`config.mk`:
```
export PLATFORM = sky130hd
export DESIGN_NAME = seq_divider_nb
export DESIGN_NICKNAME = d
export VERILOG_FILES = /design/src/rtl/seq_divider_nb.sv
export SDC_FILE = /design/constraint.sdc
export NUM_CORES = 1
export LEC_CHECK = 0
export ABC_AREA = 1
export BUFFER_PORTS_ARGS = -buffer_cell sky130_fd_sc_hd__buf_2
export CAP_MARGIN = 15
export CORE_AREA = 2 2 184 186
export DETAILED_ROUTE_END_ITERATION = 8
export DIE_AREA = 0 0 186 188
export GPL_TIMING_DRIVEN = 0
export PLACE_DENSITY = 0.59
export SLEW_MARGIN = 20
export SYNTH_ARGS = -nofsm -noshare
export SYNTH_HDL_FRONTEND = slang
export SYNTH_SLANG_ARGS = --single-unit
```
`constraint.sdc`:
```
create_clock -name clk_i -period 21.8 [get_ports clk_i]
set_clock_uncertainty 0.1 [all_clocks]
set_input_delay 1.09 -clock clk_i [delete_from_list [all_inputs] [get_ports clk_i]]
set_output_delay 1.09 -clock clk_i [all_outputs]
set_load 0.01 [all_outputs]
```
`src/rtl/seq_divider_nb.sv`:
```
// Iterative restoring divider implementing RV32M DIV/DIVU/REM/REMU.
// One trial subtraction per cycle; constant N+3 cycle issue-to-issue latency.

module ripple_carry_adder_nb #(
    parameter int unsigned W = 33
) (
    input  logic [W-1:0] a_i,
    input  logic [W-1:0] b_i,
    input  logic         inv_b_i,
    input  logic         carry_i,
    output logic [W-1:0] sum_o,
    output logic         carry_o
);
    logic [W-1:0] w_b;
    logic [W:0]   w_c;

    assign w_b = b_i ^ {W{inv_b_i}};

    // inv_b_i supplies the +1 of the two's complement, so carry_i=0 gives a-b
    always_comb begin
        w_c    = '0;
        sum_o  = '0;
        w_c[0] = carry_i ^ inv_b_i;
        for (int i = 0; i < int'(W); i++) begin
            sum_o[i]  = a_i[i] ^ w_b[i] ^ w_c[i];
            w_c[i+1]  = (a_i[i] & w_b[i]) | (w_c[i] & (a_i[i] ^ w_b[i]));
        end
    end

    assign carry_o = w_c[W];
endmodule

module seq_divider_nb #(
    parameter int unsigned N = 32
) (
    input  logic         clk_i,
    input  logic         rst_i,
    input  logic         start_i,
    input  logic         signed_i,
    input  logic         rem_i,
    input  logic [N-1:0] opa_i,
    input  logic [N-1:0] opb_i,
    output logic         busy_o,
    output logic         done_o,
    output logic [N-1:0] res_o
);
    localparam int unsigned CW = 6;

    typedef enum logic [1:0] {
        S_IDLE = 2'd0,
        S_CALC = 2'd1,
        S_FIX  = 2'd2,
        S_DONE = 2'd3
    } state_t;

    state_t         r_state;
    state_t         w_next;
    logic [N:0]     r_rem;
    logic [N-1:0]   r_quo;
    logic [N-1:0]   r_a_mag;
    logic [N-1:0]   r_b_mag;
    logic [CW-1:0]  r_cnt;
    logic           r_sign_a;
    logic           r_sign_b;
    logic           r_rem_sel;
    logic           r_signed;
    logic           r_busy;
    logic           r_done;
    logic [N-1:0]   r_res;

    logic [N-1:0]   w_a_mag;
    logic [N-1:0]   w_b_mag;
    logic [N:0]     w_t;
    logic [N:0]     w_d;
    logic           w_carry;
    logic           w_fit;
    logic           w_div0;
    logic           w_ovf;
    logic [N-1:0]   w_a_orig;
    logic [N-1:0]   w_quo_fix;
    logic [N-1:0]   w_rem_fix;

    assign w_a_mag = (signed_i && opa_i[N-1]) ? (N'(0) - opa_i) : opa_i;
    assign w_b_mag = (signed_i && opb_i[N-1]) ? (N'(0) - opb_i) : opb_i;

    assign w_t = {r_rem[N-1:0], r_quo[N-1]};

    ripple_carry_adder_nb #(.W(N + 1)) u_sub (
        .a_i     (w_t),
        .b_i     ({1'b0, r_b_mag}),
        .inv_b_i (1'b1),
        .carry_i (1'b0),
        .sum_o   (w_d),
        .carry_o (w_carry)
    );

    // R stays below the divisor, so R[N] is always 0; folding it in is harmless
    assign w_fit = w_carry | r_rem[N];

    assign w_div0   = (r_b_mag == '0);
    assign w_ovf    = r_signed && r_sign_a && r_sign_b &&
                      (r_a_mag == {1'b1, {(N-1){1'b0}}}) && (r_b_mag == N'(1));
    assign w_a_orig = r_sign_a ? (N'(0) - r_a_mag) : r_a_mag;

    // Sign correction and RISC-V special cases
    always_comb begin
        w_quo_fix = (r_sign_a ^ r_sign_b) ? (N'(0) - r_quo) : r_quo;
        w_rem_fix = r_sign_a ? (N'(0) - r_rem[N-1:0]) : r_rem[N-1:0];
        if (w_div0) begin
            w_quo_fix = '1;
            w_rem_fix = w_a_orig;
        end else if (w_ovf) begin
            w_quo_fix = {1'b1, {(N-1){1'b0}}};
            w_rem_fix = '0;
        end
    end

    always_comb begin
        w_next = r_state;
        case (r_state)
            S_IDLE: if (start_i) w_next = S_CALC;
            S_CALC: if (r_cnt == CW'(N - 1)) w_next = S_FIX;
            S_FIX:  w_next = S_DONE;
            S_DONE: w_next = S_IDLE;
            default: w_next = S_IDLE;
        endcase
    end

    always_ff @(posedge clk_i or posedge rst_i) begin
        if (rst_i) begin
            r_state   <= S_IDLE;
            r_rem     <= '0;
            r_quo     <= '0;
            r_a_mag   <= '0;
            r_b_mag   <= '0;
            r_cnt     <= '0;
            r_sign_a  <= 1'b0;
            r_sign_b  <= 1'b0;
            r_rem_sel <= 1'b0;
            r_signed  <= 1'b0;
            r_busy    <= 1'b0;
            r_done    <= 1'b0;
            r_res     <= '0;
        end else begin
            r_state <= w_next;
            r_busy  <= (w_next == S_CALC) || (w_next == S_FIX);
            r_done  <= (w_next == S_DONE);
            case (r_state)
                S_IDLE: begin
                    if (start_i) begin
                        r_a_mag   <= w_a_mag;
                        r_b_mag   <= w_b_mag;
                        r_sign_a  <= signed_i & opa_i[N-1];
                        r_sign_b  <= signed_i & opb_i[N-1];
                        r_rem_sel <= rem_i;
                        r_signed  <= signed_i;
                        r_rem     <= '0;
                        r_quo     <= w_a_mag;
                        r_cnt     <= '0;
                    end
                end
                S_CALC: begin
                    r_rem <= w_fit ? w_d : w_t;
                    r_quo <= {r_quo[N-2:0], w_fit};
                    r_cnt <= (r_cnt == CW'(N - 1)) ? '0 : r_cnt + CW'(1);
                end
                S_FIX: begin
                    r_res <= r_rem_sel ? w_rem_fix : w_quo_fix;
                end
                default: ;
            endcase
        end
    end

    assign busy_o = r_busy;
    assign done_o = r_done;
    assign res_o  = r_res;
endmodule

```
==> metrics.yaml <==
run_status:
  outcome: "complete, no violations"
critical_path:
  timing.critical_path.buf_inv: 7
  critPathCaptureType: "flop"
  crit_slowest_cell: "fa_1"
  r2r-start: "r_quo[31]$_DFFE_PP0P_"
  critPathMaxFanout: 10
  startpoint: "r_quo[31]$_DFFE_PP0P_"
  slowest_delay_ps: 450
  r2r_setup_slack_ps: 7120
  required_ps: 22060
  r2r_end: "r_rem[3]$_DFFE_PP0P_"
  cpMostUsedCell: "fa_1"
  cp-start-kind: "flop"
  ff2ff_path_depth: 43
  path_delay_family: "adder cells"
  critPathKind: "reg2reg"
  arrival_ps: 14930
grt:
  grt_pass1_wl_um: 75800
  grt_use_total_pct: 29.1
  antenna_found_initial: 1
  grt_overflow: 0
  grt_pass1_vias: 12700
  grt_max_degree: 90
synth:
  ys_ff_latch: 175
  synth_area_leader_cell: "dfrtp_1"
  synth.distinct_cells: 42
  synth_cells: 1913
  async_reset_ff_share_pct: 100
  synth_warnings: 0
  syn_area_sq_mm: 0.0131
  yosysMostFrequentCell: "nand2_1"
  syn_area_per_cell_sq_um: 6.85
  synth-edff-count: 0
  ys_seq_area_share_pct: 33.4
  synth_commonest_cells: "nand2_1 (529), nand3_1 (229), inv_1 (224)"
  synth_top_area_share_pct: 33.4
  yosys_most_used_dff: "dfrtp_1"
  synthesis.nets: 2021
  synth.area.top_cells: "dfrtp_1 (33%), nand2_1 (15%), nand3_1 (8.8%)"
cells_and_area:
  post-route-cell-area_sq_mm: 0.0148
  areaGrowthSynthToFinish_pct: 13.0
  post-route-util_pct: 44.7
  fin_nets: 2143
  drive_above_1_share_pct: 12.1
  nFillCells: 3506
clock_network:
  cts_sinks: 175
  numCtsBuffers: 17
  cts_resized: 0
  hold_buffers: 0
  cts_buffer_depth: 2
  clock_latency_ps: 460
  path_clk_slew_ps: 80
  cts_tree: "yes"
  htreeDepth: 4
  clockRootBuffer: "clkbuf_16"
  cts_setup_buffers: 0
placement:
  port_buffers: 102
  dpl_worst_slack_ps: 7150
  gp_congestion: 0.965
  placed_area_sq_mm: 0.0142
  place_hpwl_um: 39700
pwr:
  power.total_mw: 1.54
  pwr_density_cell_mw_per_mm2: 104
  p_leak_nw: 7.21
  ir_worst_vdd_mv: 0.0606
routing:
  drt_iter0_markers: 1319
  vias: 13500
  route.detailed.drc: 0
  drt-total-wl_um: 49200
  routed_via_density: 5.39
  dr.pass1.iters: 6
  ant_nets: 0
  routedWlPerCell_um: 19.7
floorplanning:
  pin_count: 103
  start_util_pct: 39.6
  core-area_sq_mm: 0.0331
  die_area_sq_mm: 0.0350
  num_rows: 67
  die_x_um: 186
  die_y_um: 188
timing:
  fin_crit_ps: 14680
  rsz0062_at_grt: "no"
  tns_ps: 0
  finalSetupViolCount: 0
  worst_slack_ps: 7120
  max_slew_margin_pct: 43.4
  hold_viol_final: 0
  finalCritPeriodShare_pct: 67.3
  finalMaxSlewViolations: 0
  worst_pin_slew_ps: 848
  max_freq_mhz: 68.1
min_path:
  holdPathStages: 2
  worstHoldEndpoint: "res_o[9]$_DFFE_PP0N_"
  hp-start: "res_o[9]$_DFFE_PP0N_"
  hp-class: "reg2reg"
run:
  maxCapViolCount: 0
## layout make-up
| class | instances | area (sq um) | share of cell area, % |
|---|---|---|---|
| inverter | 246 | 936 | 6.33 |
| clock inverter | 12 | 123 | 0.829 |
| clock buffer | 20 | 467 | 3.15 |
| timing repair buffer | 103 | 538 | 3.64 |
| multi-input combinational | 1423 | 7470 | 50.5 |
| tap | 448 | 561 | 3.79 |
| antenna | 1 | 2.50 | 0.0169 |
| buffer | 69 | 322 | 2.17 |
| sequential | 175 | 4380 | 29.6 |
## worst max path at each step
| stage | endpoint | cells after the start |
|---|---|---|
| 6_report | r_rem[3]$_DFFE_PP0P_ | 43 |
| 5_1_grt | r_rem[3]$_DFFE_PP0P_ | 43 |
| 4_1_cts | r_rem[3]$_DFFE_PP0P_ | 43 |
| 3_5_place_dp | r_rem[3]$_DFFE_PP0P_ | 43 |
| 3_3_place_gp | r_rem[31]$_DFFE_PP0P_ | 43 |
| 2_1_floorplan | r_rem[3]$_DFFE_PP0P_ | 45 |
## layout by cell type (no fill, tap or decap), types with 3 or more instances in the layout
cell and n:
xor2_1 45, inv_2 21, clkbuf_1 35, dfrtp_1 175
o21ai_1 15, inv_6 5, a31oi_1 6, nand2_2 6
nor2_4 8, xnor2_1 10, fa_1 31, buf_1 5
nand3b_1 5, nand3_1 229, o211ai_1 4, clkinv_4 4
buf_4 3, nand3_2 17, clkbuf_8 3, ha_1 8
a21oi_1 53, inv_1 223, clkinvlp_4 3, buf_2 125
nor2_2 16, nand2_1 529, buf_6 3, clkbuf_16 17
nor3_1 17, nand4_1 19, a22oi_1 16, or2_2 4
o22ai_1 4, nor2_1 199, o221ai_1 44, o21ai_0 124
## logic make-up (layout without fill, tap and decap cells)
kind of cell / Yosys count / in the layout / share of synthesized area (%)
xor+xnor: 55 / 55 / 3.68
fa+ha+maj: 39 / 39 / 5.50
buf+inv: 315 / 450 / 9.54
other cells: 0 / 1 / 0
simple gates: 1058 / 1058 / 35.5
compound gates: 271 / 271 / 12.3
flops: 175 / 175 / 33.4
## registers in the layout, summed over array words and instances (netlist names)
name / count
r_signed: 1
r_quo: 32
r_state: 2
busy_o: 1
done_o: 1
r_b_mag: 32
r_cnt: 6
r_sign_a: 1
r_a_mag: 32
r_sign_b: 1
r_rem_sel: 1
res_o: 32
r_rem: 33
## worst min-delay path: stages, from the launching register on
cell and delay [ps]:
dfrtp_1 340, nand2_1 50, nand2_1 50
## through the flow
stage	hold WS, ps	instances
2_1_floorplan	350	1913
3_3_place_gp	357	2463
3_5_place_dp	362	2464
4_1_cts	381	2496
5_1_grt	389	2496
6_report	376	2497
## where the power goes
part	leakage (nW)	switching [mW]	internal (mW)	total [mW]
clock network	0.281	0.149	0.169	0.318
registers	2.11	0.117	0.409	0.526
logic	4.82	0.455	0.245	0.700
total	7.21	0.721	0.823	1.54
## per-layer routing
layer	part of all wire (%)	up-vias	GRT usage, %	routed length (um)
met1	46	6433	42.0	22800
met5	0	-	0	0
met4	2.6	0	8.54	1280
met3	8.3	63	6.89	4100
met2	43	495	43.1	21000
li1	-	6465	-	-
Note: power is estimated with default switching activity, not from simulation.
